`config.mk`:
```
export PLATFORM = sky130hd
export DESIGN_NAME = bkm_data_step_monitor
export DESIGN_NICKNAME = d
export VERILOG_FILES = /design/src/rtl/bkm_data_step_monitor.sv
export SDC_FILE = /design/constraint.sdc
export NUM_CORES = 2
export LEC_CHECK = 0
export ABC_AREA = 1
export CELL_PAD_IN_SITES_DETAIL_PLACEMENT = 1
export CELL_PAD_IN_SITES_GLOBAL_PLACEMENT = 1
export CORE_MARGIN = 2
export CORE_UTILIZATION = 41
export DETAILED_ROUTE_END_ITERATION = 10
export GPL_ROUTABILITY_DRIVEN = 0
export HOLD_SLACK_MARGIN = 0.12
export PLACE_DENSITY_LB_ADDON = 0.1
export SLEW_MARGIN = 20
export SYNTH_ARGS = -nofsm -noshare
export SYNTH_HDL_FRONTEND = slang
export SYNTH_SLANG_ARGS = --single-unit
```
`constraint.sdc`:
```
create_clock -name clk -period 29.3 [get_ports clk]
set_clock_uncertainty 0.05 [all_clocks]
set_input_delay 5.86 -clock clk [delete_from_list [all_inputs] [get_ports clk]]
set_output_delay 5.86 -clock clk [all_outputs]
set_load 0.005 [all_outputs]
```
`src/rtl/bkm_data_step_monitor.sv`:
```
// Downstream monitor for the BKM data step: converts CSD-coded X/Y back to
// two's complement, compares against expected values and keeps statistics.
module bkm_data_step_monitor #(
  parameter int W  = 64,
  parameter int CW = 32
) (
  input  logic            clk,
  input  logic            arst,
  input  logic            srst,
  input  logic            enable,
  input  logic [2*W-1:0]  X_np1_csd,
  input  logic [2*W-1:0]  Y_np1_csd,
  input  logic [W-1:0]    tb_exp_X,
  input  logic [W-1:0]    tb_exp_Y,
  output logic [W-1:0]    mon_X,
  output logic [W-1:0]    mon_Y,
  output logic            mon_valid,
  output logic            mismatch,
  output logic            err_sticky,
  output logic [CW-1:0]   sample_count,
  output logic [CW-1:0]   err_count,
  output logic [CW-1:0]   invalid_count
);

  // +1 flags of valid digits; a 2'b11 digit contributes to neither vector
  function automatic logic [W-1:0] csd_pos(input logic [2*W-1:0] b);
    logic [W-1:0] r;
    r = '0;
    for (int i = 0; i < W; i++) begin
      r[i] = b[2*i+1] & ~b[2*i];
    end
    return r;
  endfunction

  function automatic logic [W-1:0] csd_neg(input logic [2*W-1:0] b);
    logic [W-1:0] r;
    r = '0;
    for (int i = 0; i < W; i++) begin
      r[i] = ~b[2*i+1] & b[2*i];
    end
    return r;
  endfunction

  function automatic logic csd_has_invalid(input logic [2*W-1:0] b);
    logic r;
    r = 1'b0;
    for (int i = 0; i < W; i++) begin
      r = r | (b[2*i+1] & b[2*i]);
    end
    return r;
  endfunction

  function automatic logic [CW-1:0] sat_inc(input logic [CW-1:0] v, input logic inc);
    logic [CW-1:0] r;
    if (inc && (v != {CW{1'b1}})) begin
      r = v + {{(CW-1){1'b0}}, 1'b1};
    end else begin
      r = v;
    end
    return r;
  endfunction

  logic [2*W-1:0] x_csd_q, x_csd_d, y_csd_q, y_csd_d;
  logic [W-1:0]   exp_x1_q, exp_x1_d, exp_y1_q, exp_y1_d;
  logic           v1_q, v1_d;
  logic [W-1:0]   mon_x_q, mon_x_d, mon_y_q, mon_y_d;
  logic [W-1:0]   exp_x2_q, exp_x2_d, exp_y2_q, exp_y2_d;
  logic           inv2_q, inv2_d, v2_q, v2_d;
  logic           mismatch_q, mismatch_d, err_sticky_q, err_sticky_d;
  logic [CW-1:0]  sample_cnt_q, sample_cnt_d, err_cnt_q, err_cnt_d, inv_cnt_q, inv_cnt_d;
  logic           err_s;

  // Next-state logic for all three pipeline stages
  always_comb begin
    x_csd_d      = x_csd_q;
    y_csd_d      = y_csd_q;
    exp_x1_d     = exp_x1_q;
    exp_y1_d     = exp_y1_q;
    v1_d         = 1'b0;
    mon_x_d      = mon_x_q;
    mon_y_d      = mon_y_q;
    exp_x2_d     = exp_x2_q;
    exp_y2_d     = exp_y2_q;
    inv2_d       = inv2_q;
    v2_d         = v1_q;
    mismatch_d   = 1'b0;
    err_sticky_d = err_sticky_q;
    sample_cnt_d = sample_cnt_q;
    err_cnt_d    = err_cnt_q;
    inv_cnt_d    = inv_cnt_q;
    err_s        = (mon_x_q != exp_x2_q) | (mon_y_q != exp_y2_q) | inv2_q;

    if (enable) begin
      x_csd_d  = X_np1_csd;
      y_csd_d  = Y_np1_csd;
      exp_x1_d = tb_exp_X;
      exp_y1_d = tb_exp_Y;
      v1_d     = 1'b1;
    end else begin
      v1_d     = 1'b0;
    end

    // Plain modular subtraction; wrap-around is the intended result
    if (v1_q) begin
      mon_x_d  = csd_pos(x_csd_q) - csd_neg(x_csd_q);
      mon_y_d  = csd_pos(y_csd_q) - csd_neg(y_csd_q);
      exp_x2_d = exp_x1_q;
      exp_y2_d = exp_y1_q;
      inv2_d   = csd_has_invalid(x_csd_q) | csd_has_invalid(y_csd_q);
    end else begin
      inv2_d   = inv2_q;
    end

    if (v2_q) begin
      mismatch_d   = err_s;
      err_sticky_d = err_sticky_q | err_s;
      sample_cnt_d = sat_inc(sample_cnt_q, 1'b1);
      err_cnt_d    = sat_inc(err_cnt_q, err_s);
      inv_cnt_d    = sat_inc(inv_cnt_q, inv2_q);
    end else begin
      mismatch_d   = 1'b0;
    end
  end

  // State registers; srst clears exactly like arst
  always_ff @(posedge clk or posedge arst) begin
    if (arst) begin
      x_csd_q      <= '0;
      y_csd_q      <= '0;
      exp_x1_q     <= '0;
      exp_y1_q     <= '0;
      v1_q         <= 1'b0;
      mon_x_q      <= '0;
      mon_y_q      <= '0;
      exp_x2_q     <= '0;
      exp_y2_q     <= '0;
      inv2_q       <= 1'b0;
      v2_q         <= 1'b0;
      mismatch_q   <= 1'b0;
      err_sticky_q <= 1'b0;
      sample_cnt_q <= '0;
      err_cnt_q    <= '0;
      inv_cnt_q    <= '0;
    end else if (srst) begin
      x_csd_q      <= '0;
      y_csd_q      <= '0;
      exp_x1_q     <= '0;
      exp_y1_q     <= '0;
      v1_q         <= 1'b0;
      mon_x_q      <= '0;
      mon_y_q      <= '0;
      exp_x2_q     <= '0;
      exp_y2_q     <= '0;
      inv2_q       <= 1'b0;
      v2_q         <= 1'b0;
      mismatch_q   <= 1'b0;
      err_sticky_q <= 1'b0;
      sample_cnt_q <= '0;
      err_cnt_q    <= '0;
      inv_cnt_q    <= '0;
    end else begin
      x_csd_q      <= x_csd_d;
      y_csd_q      <= y_csd_d;
      exp_x1_q     <= exp_x1_d;
      exp_y1_q     <= exp_y1_d;
      v1_q         <= v1_d;
      mon_x_q      <= mon_x_d;
      mon_y_q      <= mon_y_d;
      exp_x2_q     <= exp_x2_d;
      exp_y2_q     <= exp_y2_d;
      inv2_q       <= inv2_d;
      v2_q         <= v2_d;
      mismatch_q   <= mismatch_d;
      err_sticky_q <= err_sticky_d;
      sample_cnt_q <= sample_cnt_d;
      err_cnt_q    <= err_cnt_d;
      inv_cnt_q    <= inv_cnt_d;
    end
  end

  assign mon_X         = mon_x_q;
  assign mon_Y         = mon_y_q;
  assign mon_valid     = v2_q;
  assign mismatch      = mismatch_q;
  assign err_sticky    = err_sticky_q;
  assign sample_count  = sample_cnt_q;
  assign err_count     = err_cnt_q;
  assign invalid_count = inv_cnt_q;

endmodule

```
== After elaboration in Yosys (flattened, before gate mapping) ==
Cells that the tools add are included.
Storage, ports and cells
  register bits: 741
  output and inout bits: 227
Operators by class
  add/subtract/negate cells: 5
  eq/ne operators: 5
  multiplexer cells: 34
  bitwise logic cells: 770
  reduce and logical (&&, ||, !) cells: 11
Operators by type and width (number)
  2-to-1 mux 64 bit: 12
  2-to-1 mux 128 bit: 4
  AND 1 bit: 384
  2-to-1 mux 32 bit: 9
  inverter 1 bit: 256
  OR 1 bit: 130
  != test 64 bit: 2
  subtractor 64 bit: 2
  adder 32 x 1 -> 32 bit, second input constant: 3
  != test 32 bit, second input constant: 3
  nonzero test 2 bit: 6
  2-to-1 mux 1 bit: 9
  AND reduction 2 bit: 3
  logical AND 1 bit: 2

== Longest topological paths before layout ==
  depth in word-level cells: 67
  depth in mapped cells: 19

== Worst setup path after synthesis ==
Ideal clock, no wire load.
  path type: in2reg
  from: input port srst
  to: register exp_x1_q[0]
  setup time: 0.130 ns
  data arrival time: 7.022 ns
  path slack: 22.098 ns
  stages on the path: 7
  buffers on the path: 4
  cells stage by stage: clkbuf_1 inv_2 nand2_1 clkbuf_1 clkbuf_1 clkbuf_1 o21ai_0
Between the ends
  cells in the longest elaborated chain, start to end: 1
  elaborated cells between the ends (all ways): 2
  those cells by class: mux (1); reduce/logical (1)
RTL lines
  from (decl): RTL line 9  | input logic srst,
  2-to-1 mux 64 bit or nonzero test 2 bit (tied branches)
  to (signal assigned): RTL line 164  | exp_x1_q <= exp_x1_d;
  to (decl): RTL line 64  | logic [W-1:0] exp_x1_q, exp_x1_d, exp_y1_q, exp_y1_d;
Several ways; a longest one is shown, not always the timed one.
A chain may end at the register's enable or synchronous reset.

==> flow_summary.ini <==
[grt]
grt_first_pass_wirelength_um = 276000
antenna_violations_before_repair = 11
grt_util_all_layers_pct = 33.5
grt_start_max_net_pins = 160
via_count_of_the_first_global_routing_pass = 44600
gr-total-overflow = 0

[cts]
maximum_clock_path_buffer_count = 3
cts_tree = yes
postCtsResizedCells = 0
cts-htree-levels = 3
holdBufCountCts = 0
cts_root_buffer = sky130_fd_sc_hd__clkbuf_16
cts_buffers = 87
postCtsSetupBuffers = 0
clock_sink_count = 741
worst_skew_pair.late_latency_ns = 0.70
clk_pin_slew_worst_paths_ns = 0.06

[job]
max-cap-violations = 0

[critical_path]
crit_arrival_ns = 9.38
worstReg2RegStart = mon_X[8]
reg2reg_depth = 13
critical_path.max_fanout = 113
regToRegEndpoint = err_count[31]
timing.setup.critical_path_class = in -> async
cp-start-kind = input pin
setup.worst_path.end_class = async pin
required_ns = 29.99
setup.reg_to_reg.worst_slack_ns = 25.08

[die]
design.portCount = 615
die_outline_area_um2 = 108000
die_width_um = 329
die_y_um = 329
initial_core_util_pct = 41.3
std_cell_rows = 119
placeableCoreArea_um2 = 105000

[placed_design]
place_inst = 7732
detailedPlace.worstSlack_ns = 19.76
dpl.hpwl_um = 143000
portBuffers = 614

[synthesis]
synth_async_sr_flop_share_pct = 100
synth_enable_flop_cells = 0
yosys_register_bits = 741
synthesis.instances = 5886
count_of_yosys_warnings_during_synthesis = 0
ys_dominant_reg_cell = sky130_fd_sc_hd__dfrtp_1
synthesis.nets = 6533
post_synthesis_sequential_area_ratio_pct = 42.8
syn-cell-area_um2 = 43400
post_synth_num_cell_types = 43
syn-mean-instance-area_um2 = 7.37

[sta]
worst_slew_pin_slew_ns = 1.11
final.period_utilization_pct = 29.7
period_needed_ns = 8.70
finalSetupTns_ns = 0
grt_setup_unrepaired = no
timing_hold_violations_final = 0
slew_violations = 0
holdWs_ns = 0.456
fin_ws_ns = 20.60
setup_violations = 0
maxSlewHeadroom_pct = 24.9
max_freq_ghz = 0.115

[worst_hold_path]
hold_path.startpoint = exp_x2_q[62]
whs_path_depth = 2
sink_of_the_worst_hold_path = exp_x2_q[62]
min-delay-path-class = reg -> reg

[cells_and_area]
finish.net_count = 7077
layout_common_cells = 1728 x sky130_fd_sc_hd__nand2_1, 785 x sky130_fd_sc_hd__inv_1, 741 x sky130_fd_sc_hd__dfrtp_1
multi_input_gate_area_in_the_final_layout_um2 = 21100
synthesis_to_finish_area_growth_pct = 24.6
number_of_inserted_filler_cells_in_the_final_layout = 13100
final_common_cell = sky130_fd_sc_hd__nand2_1
fin_cells = 7899
drive_above_1_share_pct = 3.04
seq_area_um2 = 18500

[route]
routed_via_density = 5.45
top_layer_used = met5
first_pass_iters = 5
dr_iter_0_viols = 3173
dr_drc_count = 0
dr_total_vias = 43100
post_drt_wl_per_cell_um = 23.2
detail_route_met2_wl_um = 82300
drtAntennaViolNets = 0
drt_wl_total_um = 184000
wl_met1_um = 81000
met3RoutedLength_um = 12700

[status]
status = completed

[power]
max-vdd-ir-drop_v = 0.0000489
leakage_nw = 25.9
powerDensity_nw_per_um2 = 56.3
[routing by layer]
metal  vias to the layer above  GRT usage (%)
met2                      1400           52.9
li1                      20000              -
met3                       291           6.12
met4                        10           12.8
met5                         -              0
met1                     21400           45.8
[cell usage after synthesis, drive strengths merged, types with 3 or more instances]
master | instances | area share (%)
a21boi | 6 | 0.10
a21o | 11 | 0.19
a21oi | 220 | 2.5
a31oi | 10 | 0.14
and3 | 12 | 0.17
buf | 42 | 0.50
clkbuf | 148 | 1.3
dfrtp | 741 | 43
ha | 257 | 7.4
inv | 793 | 6.9
nand2 | 1732 | 15
nand3 | 356 | 4.1
nand3b | 8 | 0.14
nand4 | 71 | 1.0
nor2 | 497 | 4.3
nor3 | 64 | 0.76
nor4 | 59 | 0.85
o211ai | 3 | 0.052
o21a | 10 | 0.17
o21ai | 544 | 6.3
o21bai | 19 | 0.33
o22ai | 113 | 1.6
o31ai | 44 | 0.76
xnor2 | 62 | 1.3
xor2 | 55 | 1.1
[metrics by stage]
step	instance area, µm²	utilization [%]	power [mW]
final	54000	51.4	3.04
after global routing	54000	51.4	3.16
after CTS	54000	51.4	3.04
after detailed placement	50800	48.3	1.79
after global placement	50800	48.3	1.78
after floorplan	43400	-	1.48
[cell families after synthesis]
family,Yosys count,synth area share (%)
AOI/OAI and AO/OA,980,12.2
xor gates and xnor gates,117,2.36
adders and majority gates,259,7.51
buffers and inverters,984,8.66
DFF,741,42.8
and+or+nand+nor,2805,26.5
[power by group]
| group | leakage (nW) | switching (mW) | internal, mW |
|---|---|---|---|
| clock network | 1.59 | 0.483 | 0.765 |
| registers | 10.0 | 0.0582 | 1.08 |
| logic | 14.3 | 0.442 | 0.218 |
[how the worst max path moves through the flow]
stage               start            to  slack [ns]  cells after the start
floorplan            arst  err_count[0]        2.60                      1
global placement     arst   y_csd_q[64]       19.79                      5
detailed placement   arst   y_csd_q[77]       19.76                      5
CTS                  arst   y_csd_q[77]       20.49                      5
global route         arst   y_csd_q[83]       20.12                      5
finish               arst   y_csd_q[77]       20.60                      5
[sequential cells by signal (all words and copies together), names as in the netlist]
| name | count |
|---|---|
| x_csd_q | 128 |
| y_csd_q | 128 |
| exp_x1_q | 64 |
| exp_x2_q | 64 |
| exp_y1_q | 64 |
| exp_y2_q | 64 |
| mon_X | 64 |
| mon_Y | 64 |
| err_count | 32 |
| invalid_count | 32 |
| sample_count | 32 |
| err_sticky | 1 |
| inv2_q | 1 |
| mismatch | 1 |
| mon_valid | 1 |
| v1_q | 1 |
[cell type report]
class                   count  share of cell area (%)
diodes                      5                  0.0232
clock buffers             127                    4.78
clock inverters            35                    1.24
inverters                 794                    5.55
multi-input cells        4161                    39.1
flip-flops and latches    741                    34.3
well taps                1391                    3.22
repair buffers            645                    11.8
[critical path, stage by stage]
cell and delay (ns):
sky130_fd_sc_hd__clkdlybuf4s50_1 0.49, sky130_fd_sc_hd__inv_8 0.57, sky130_fd_sc_hd__buf_4 0.79, sky130_fd_sc_hd__buf_4 0.71, sky130_fd_sc_hd__buf_4 0.68
(Power assumes the default switching activity.)
